$ cat src/rtl/regfile_wb_arbiter.sv
// -----------------------------------------------------------------------------
// regfile_wb_arbiter
//
// Write-back arbiter for the 32x64-bit register file. The ALU result path and
// the data-memory load path each push {rd, data} into a private FIFO over a
// valid/ready handshake. Each cycle a round-robin arbiter pops at most one FIFO
// head into the registered register-file write port.
//
// Optional feature macro: REGFILE_WB_PENDING_EN
//   defined   -> Pending1/Pending2 flag in-flight writes to ReadReg1/ReadReg2
//   undefined -> Pending1/Pending2 tied to 0, compare logic omitted
//
// Ports:
//   clk                  clock, all state updates on the rising edge
//   reset                synchronous active-low reset
//   alu_valid/alu_ready  ALU write-back handshake
//   alu_rd/alu_data      ALU destination register / result
//   mem_valid/mem_ready  load write-back handshake
//   mem_rd/mem_data      load destination register / data
//   WriteReg             register file write enable (registered)
//   RegWrite             register file write index (registered)
//   WriteData            register file write data (registered)
//   ReadReg1/ReadReg2    decode-stage source indices for the pending check
//   Pending1/Pending2    a write to ReadReg1/ReadReg2 is still in flight
//   idle                 both FIFOs empty and WriteReg=0
// -----------------------------------------------------------------------------

// Per-requester FIFO of {rd, data}. DEPTH must be a power of two >= 2, so the
// pointers wrap naturally at PTR_W bits.
module regfile_wb_fifo #(
    parameter int DEPTH  = 2,
    parameter int DATA_W = 64,
    parameter int ADDR_W = 5
) (
    input  logic              clk,
    input  logic              reset,
    input  logic              push_valid,
    output logic              push_ready,
    input  logic [ADDR_W-1:0] push_rd,
    input  logic [DATA_W-1:0] push_data,
    input  logic              pop,
    output logic              head_valid,
    output logic [ADDR_W-1:0] head_rd,
    output logic [DATA_W-1:0] head_data,
    input  logic [ADDR_W-1:0] cmp1,
    input  logic [ADDR_W-1:0] cmp2,
    output logic              hit1,
    output logic              hit2
);
    localparam int PTR_W = $clog2(DEPTH);
    localparam int CNT_W = PTR_W + 1;
    localparam logic [CNT_W-1:0] FULL_CNT = CNT_W'(DEPTH);

    logic [ADDR_W-1:0] rd_mem_r   [DEPTH];
    logic [DATA_W-1:0] data_mem_r [DEPTH];
    logic [PTR_W-1:0]  wr_ptr_r;
    logic [PTR_W-1:0]  rd_ptr_r;
    logic [CNT_W-1:0]  count_r;
    logic              push_s;
    logic              pop_s;

    // Ready depends only on occupancy: a full FIFO refuses even while popping.
    assign push_ready = (count_r != FULL_CNT);
    assign head_valid = (count_r != {CNT_W{1'b0}});
    assign head_rd    = rd_mem_r[rd_ptr_r];
    assign head_data  = data_mem_r[rd_ptr_r];
    assign push_s     = push_valid && push_ready;
    assign pop_s      = pop && head_valid;

    // Pointer and occupancy bookkeeping.
    always_ff @(posedge clk) begin
        if (!reset) begin
            wr_ptr_r <= {PTR_W{1'b0}};
            rd_ptr_r <= {PTR_W{1'b0}};
            count_r  <= {CNT_W{1'b0}};
        end else begin
            if (push_s) begin
                wr_ptr_r <= wr_ptr_r + PTR_W'(1);
            end
            if (pop_s) begin
                rd_ptr_r <= rd_ptr_r + PTR_W'(1);
            end
            case ({push_s, pop_s})
                2'b10:   count_r <= count_r + CNT_W'(1);
                2'b01:   count_r <= count_r - CNT_W'(1);
                default: count_r <= count_r;
            endcase
        end
    end

    // Entry storage; contents are only meaningful while counted as occupied.
    always_ff @(posedge clk) begin
        if (push_s) begin
            rd_mem_r[wr_ptr_r]   <= push_rd;
            data_mem_r[wr_ptr_r] <= push_data;
        end
    end

`ifdef REGFILE_WB_PENDING_EN
    logic [DEPTH-1:0] live_s;
    logic [DEPTH-1:0] hit1_vec_s;
    logic [DEPTH-1:0] hit2_vec_s;

    // An entry is live when its distance from the read pointer is below count.
    for (genvar i = 0; i < DEPTH; i++) begin : g_live
        assign live_s[i]     = ({1'b0, PTR_W'(i) - rd_ptr_r} < count_r);
        assign hit1_vec_s[i] = live_s[i] && (rd_mem_r[i] == cmp1);
        assign hit2_vec_s[i] = live_s[i] && (rd_mem_r[i] == cmp2);
    end

    assign hit1 = |hit1_vec_s;
    assign hit2 = |hit2_vec_s;
`else
    logic unused_cmp_s;

    assign unused_cmp_s = ^{cmp1, cmp2};
    assign hit1         = 1'b0;
    assign hit2         = 1'b0;
`endif
endmodule

module regfile_wb_arbiter #(
    parameter int DEPTH  = 2,
    parameter int DATA_W = 64,
    parameter int ADDR_W = 5
) (
    input  logic              clk,
    input  logic              reset,
    input  logic              alu_valid,
    output logic              alu_ready,
    input  logic [ADDR_W-1:0] alu_rd,
    input  logic [DATA_W-1:0] alu_data,
    input  logic              mem_valid,
    output logic              mem_ready,
    input  logic [ADDR_W-1:0] mem_rd,
    input  logic [DATA_W-1:0] mem_data,
    output logic              WriteReg,
    output logic [ADDR_W-1:0] RegWrite,
    output logic [DATA_W-1:0] WriteData,
    input  logic [ADDR_W-1:0] ReadReg1,
    input  logic [ADDR_W-1:0] ReadReg2,
    output logic              Pending1,
    output logic              Pending2,
    output logic              idle
);
    localparam logic GRANT_ALU = 1'b0;
    localparam logic GRANT_MEM = 1'b1;

    logic              alu_head_valid_s;
    logic [ADDR_W-1:0] alu_head_rd_s;
    logic [DATA_W-1:0] alu_head_data_s;
    logic              alu_hit1_s;
    logic              alu_hit2_s;
    logic              mem_head_valid_s;
    logic [ADDR_W-1:0] mem_head_rd_s;
    logic [DATA_W-1:0] mem_head_data_s;
    logic              mem_hit1_s;
    logic              mem_hit2_s;

    logic              grant_alu_s;
    logic              grant_mem_s;
    logic              grant_any_s;
    logic [ADDR_W-1:0] grant_rd_s;
    logic [DATA_W-1:0] grant_data_s;

    logic              last_grant_r;
    logic              write_reg_r;
    logic [ADDR_W-1:0] reg_write_r;
    logic [DATA_W-1:0] write_data_r;

    regfile_wb_fifo #(
        .DEPTH  (DEPTH),
        .DATA_W (DATA_W),
        .ADDR_W (ADDR_W)
    ) u_alu_fifo (
        .clk        (clk),
        .reset      (reset),
        .push_valid (alu_valid),
        .push_ready (alu_ready),
        .push_rd    (alu_rd),
        .push_data  (alu_data),
        .pop        (grant_alu_s),
        .head_valid (alu_head_valid_s),
        .head_rd    (alu_head_rd_s),
        .head_data  (alu_head_data_s),
        .cmp1       (ReadReg1),
        .cmp2       (ReadReg2),
        .hit1       (alu_hit1_s),
        .hit2       (alu_hit2_s)
    );

    regfile_wb_fifo #(
        .DEPTH  (DEPTH),
        .DATA_W (DATA_W),
        .ADDR_W (ADDR_W)
    ) u_mem_fifo (
        .clk        (clk),
        .reset      (reset),
        .push_valid (mem_valid),
        .push_ready (mem_ready),
        .push_rd    (mem_rd),
        .push_data  (mem_data),
        .pop        (grant_mem_s),
        .head_valid (mem_head_valid_s),
        .head_rd    (mem_head_rd_s),
        .head_data  (mem_head_data_s),
        .cmp1       (ReadReg1),
        .cmp2       (ReadReg2),
        .hit1       (mem_hit1_s),
        .hit2       (mem_hit2_s)
    );

    // Round-robin grant: a lone requester wins, a tie goes to whoever lost last.
    always_comb begin
        grant_alu_s = 1'b0;
        grant_mem_s = 1'b0;
        case ({alu_head_valid_s, mem_head_valid_s})
            2'b10: grant_alu_s = 1'b1;
            2'b01: grant_mem_s = 1'b1;
            2'b11: begin
                if (last_grant_r == GRANT_MEM) begin
                    grant_alu_s = 1'b1;
                end else begin
                    grant_mem_s = 1'b1;
                end
            end
            default: begin
                grant_alu_s = 1'b0;
                grant_mem_s = 1'b0;
            end
        endcase
    end

    assign grant_any_s  = grant_alu_s || grant_mem_s;
    assign grant_rd_s   = grant_mem_s ? mem_head_rd_s   : alu_head_rd_s;
    assign grant_data_s = grant_mem_s ? mem_head_data_s : alu_head_data_s;

    // Registered write port and round-robin history. Writes to x0 are drained
    // and still count as a grant, but never raise the write enable.
    always_ff @(posedge clk) begin
        if (!reset) begin
            last_grant_r <= GRANT_MEM;
            write_reg_r  <= 1'b0;
            reg_write_r  <= {ADDR_W{1'b0}};
            write_data_r <= {DATA_W{1'b0}};
        end else if (grant_any_s) begin
            last_grant_r <= grant_mem_s ? GRANT_MEM : GRANT_ALU;
            write_reg_r  <= (grant_rd_s != {ADDR_W{1'b0}});
            reg_write_r  <= grant_rd_s;
            write_data_r <= grant_data_s;
        end else begin
            write_reg_r  <= 1'b0;
        end
    end

    assign WriteReg  = write_reg_r;
    assign RegWrite  = reg_write_r;
    assign WriteData = write_data_r;
    assign idle      = !alu_head_valid_s && !mem_head_valid_s && !write_reg_r;

`ifdef REGFILE_WB_PENDING_EN
    // A source is pending if any queued entry or the live output targets it;
    // x0 is never pending because it is never written.
    assign Pending1 = (ReadReg1 != {ADDR_W{1'b0}}) &&
                      (alu_hit1_s || mem_hit1_s ||
                       (write_reg_r && (reg_write_r == ReadReg1)));
    assign Pending2 = (ReadReg2 != {ADDR_W{1'b0}}) &&
                      (alu_hit2_s || mem_hit2_s ||
                       (write_reg_r && (reg_write_r == ReadReg2)));
`else
    logic unused_hit_s;

    assign unused_hit_s = ^{alu_hit1_s, alu_hit2_s, mem_hit1_s, mem_hit2_s};
    assign Pending1     = 1'b0;
    assign Pending2     = 1'b0;
`endif
endmodule

$ cat config.mk
export PLATFORM = sky130hd
export DESIGN_NAME = regfile_wb_arbiter
export DESIGN_NICKNAME = d
export VERILOG_FILES = /design/src/rtl/regfile_wb_arbiter.sv
export SDC_FILE = /design/constraint.sdc
export NUM_CORES = 1
export LEC_CHECK = 0
export BUFFER_PORTS_ARGS = -buffer_cell sky130_fd_sc_hd__buf_2
export CAP_MARGIN = 20
export CORE_AREA = 2 2 165 151
export DETAILED_ROUTE_END_ITERATION = 6
export DIE_AREA = 0 0 167 153
export GPL_TIMING_DRIVEN = 0
export PLACE_DENSITY_LB_ADDON = 0.08
export SKIP_LAST_GASP = 1
export SYNTH_ARGS = -nofsm -noshare
export SYNTH_HDL_FRONTEND = slang
export SYNTH_SLANG_ARGS = --single-unit
$ cat constraint.sdc
create_clock -name clk -period 5.6 [get_ports clk]
set_input_delay 0 -clock clk [delete_from_list [all_inputs] [get_ports clk]]
set_output_delay 0 -clock clk [all_outputs]
set_load 0.02 [all_outputs]
==> flow_summary.ini <==
[placed_design]
dpl_cell_area_mm2 = 0.0149
routabilityCongestion = 0.752
hpwl_mm = 19.6
port_buffers = 214

[logic_synthesis]
synth.yosys.seq_area_share_pct = 75.0
yosys.area.top_type_share_pct = 62.8
yosysWarnings = 0
synth_area_leaders = edfxtp_1 (63%), dfxtp_1 (12%), a2111oi_0 (7.5%)
ys.flop_type = edfxtp_1
avgSynthCellArea_um2 = 16.1
postSynth.asyncResetShare_pct = 0
yosysTopAreaCell = edfxtp_1
syn_inst = 820
synth.distinct_cells = 36
synth-seq-cells = 357
synth-edff-count = 276
netlist_area_mm2 = 0.0132

[critical_path]
crit_path_end_kind = flip-flop
slowest_delay_ps = 380
crit_arrival_ps = 2750
crit_chain = buf_6, o21ai_1, o21ai_2, inv_2, buf_6, buf_6, buf_2, ha_1, or3_1, a21oi_1
r2r-start = u_alu_fifo.count_r[0]
cp_common_cell = buf_6
critPathLaunch = u_alu_fifo.count_r[0]
cp.required_ps = 6030
r2r_cells = 10
start_kind = flip-flop
slowest_stage = or3_1
r2r_slack_ps = 3280
path_max_fanout = 10
critPathKind = flip-flop to flip-flop

[timing]
worst_pin_slew_ps = 671
period_needed_ps = 2320
timing.final.hold_violations = 0
setup_viol = 0
slew_headroom_pct = 54.1
rsz0062_at_grt = no
period_share_pct = 41.4
fin_skew_ps = 10.2
fin_tns_setup_ps = 0
final_max_slew_viol_count = 0
clock.fmax_ghz = 0.431

[layout]
layout_common_cells = edfxtp_1 (276), buf_2 (233), dlygate4sd3_1 (141)
finalNetCount = 1375
final_common_cell = edfxtp_1
regArea_mm2 = 0.00991
areaGrowthSynthToFinish_pct = 31.5
multi_input_area_mm2 = 0.00299
fin_util_pct = 72.8
final_area_mm2 = 0.0174
drive_above_1_share_pct = 25.2
n_fill_cell = 1589

[worst_hold_path]
hold_depth = 2
min-delay-path-class = input port to flip-flop
holdCritStartpoint = alu_data[22]

[route]
wl_mm = 31.2
first_iter_violations = 747
num_vias = 8568
drc = 0
wire_per_inst_um = 20.0
ant_nets = 0
drt-vias-per-instance = 5.50
drtPass1Iterations = 5

[global_routing]
grt_pass1_vias = 8719
grt_pass1_wl_mm = 47.6
track_usage_pct = 24.0
antenna_found_initial = 2
grt_max_degree = 45
gr-total-overflow = 0

[floorplan]
core_area_mm2 = 0.0239
die_w_um = 167
dieArea_mm2 = 0.0256
die_h_um = 153
start_util_pct = 55.4
rows = 54
io_pins = 227

[clock_tree]
cts_tree = done
htreeDepth = 2
cts_num_sinks = 357
path_clk_slew_ps = 60
clk_latency_ps = 510
cts_made_buffers = 36
cts_buffer_depth = 3
cts-root-buf = clkbuf_16
cts_resized = 0

[pwr]
p_sw_share_pct = 33.8
ir_drop_mv = 0.427
finalPower_w = 0.00863
seqPwrFrac_pct = 42.1
power_switching_w = 0.00292
p_int_w = 0.00572
p_comb_share_pct = 32.0
power_leakage_nw = 6.36
power.density_mw_per_mm2 = 497
clockPowerShare_pct = 25.9

[outcome]
status = finished, final reports clean

[flow_run]
maxCapViolations = 0
path summary, 6_finish.rpt:
check / endpoint
min reg2reg: WriteData[4]
min: u_alu_fifo.data_mem_r[0][22]
max reg2reg: u_mem_fifo.count_r[1]
max: u_mem_fifo.count_r[1]
sequential cells by signal, summed over array words and instances (netlist names), named ones only:
signal	cells
RegWrite	5
WriteData	64
WriteReg	1
last_grant_r	1
u_alu_fifo.count_r	2
u_alu_fifo.data_mem_r	128
u_alu_fifo.rd_mem_r	10
u_alu_fifo.rd_ptr_r	1
u_alu_fifo.wr_ptr_r	1
u_mem_fifo.count_r	2
u_mem_fifo.data_mem_r	128
u_mem_fifo.rd_mem_r	10
u_mem_fifo.rd_ptr_r	1
u_mem_fifo.wr_ptr_r	1
routing by layer:
| layer | routed length [um] | vias up | global-route usage, % | part of all wire, % |
|---|---|---|---|---|
| met5 | 0 | - | 0 | 0 |
| met4 | 498 | 0 | 5.91 | 1.6 |
| met3 | 1790 | 40 | 4.66 | 5.7 |
| met2 | 15100 | 274 | 39.3 | 48 |
| met1 | 13800 | 4200 | 33.5 | 44 |
| li1 | - | 4054 | - | - |
cell families after synthesis:
group | synth area share, %
adder cells (fa/ha/maj) | 0.189
multiplexers | 5.47
buffers and inverters | 2.57
AO/OA/AOI/OAI | 9.64
AND/OR/NAND/NOR | 6.54
other | 0.0284
flip-flops | 75.0
XOR/XNOR | 0.531
cell type report:
type | count | area share (%)
inverter | 2 | 0.0432
antenna | 2 | 0.0288
multi-input combinational | 397 | 17.2
clock inverter | 14 | 0.512
sequential | 357 | 57.1
tap | 308 | 2.22
buffer | 65 | 1.91
timing repair buffer | 362 | 15.2
clock buffer | 50 | 5.79
worst max-delay path, delay by kind of cell, from the launching register on:
family          cells  cell delay [ps]
compound gates      3              410
fa+ha+maj           1              320
buf+inv             5              820
flops               1              310
simple gates        1              380
per-stage QoR:
stage / setup WS [ps] / std cells / hold slack, ps
global route: 3160 / 1557 / 208
CTS: 3260 / 1555 / 189
finish: 3280 / 1557 / 206
detailed placement: 3280 / 1350 / 191
global placement: -756 / 1343 / 187
floorplan: 1350 / 821 / 76.2
what timing repair did:
item,4_1_cts,5_1_grt
setup buffers,0,0
setup endpoints to repair,0,0
hold buffers,141,0
hold endpoints to repair,279,0
Yosys cell counts (2+ instances only):
cell / number
clkbuf_2: 3
nor4_1: 2
nand2b_1: 2
edfxtp_1: 276
a2111oi_0: 113
nand2_1: 4
buf_4: 8
a2111oi_1: 20
nor3_1: 5
ha_1: 2
buf_6: 4
a21oi_1: 3
dfxtp_1: 81
buf_1: 2
nor2b_1: 67
mux2i_1: 71
nor2_1: 81
xnor2_1: 4
o21ai_0: 3
buf_2: 19
a2111oi_2: 2
or3_1: 2
and3_1: 2
xor2_1: 4
clkbuf_1: 29
power by group through the flow:
| stage | Sequential (W) | Clock [W] | Combinational, W |
|---|---|---|---|
| after floorplan | 0.00390 | 0 | 0.00149 |
| after global placement | 0.00372 | 0 | 0.00257 |
| after detailed placement | 0.00368 | 0 | 0.00268 |
| after CTS | 0.00363 | 0.00227 | 0.00277 |
| after global routing | 0.00368 | 0.00238 | 0.00301 |
| final | 0.00363 | 0.00224 | 0.00276 |
(Power assumes the default switching activity.)
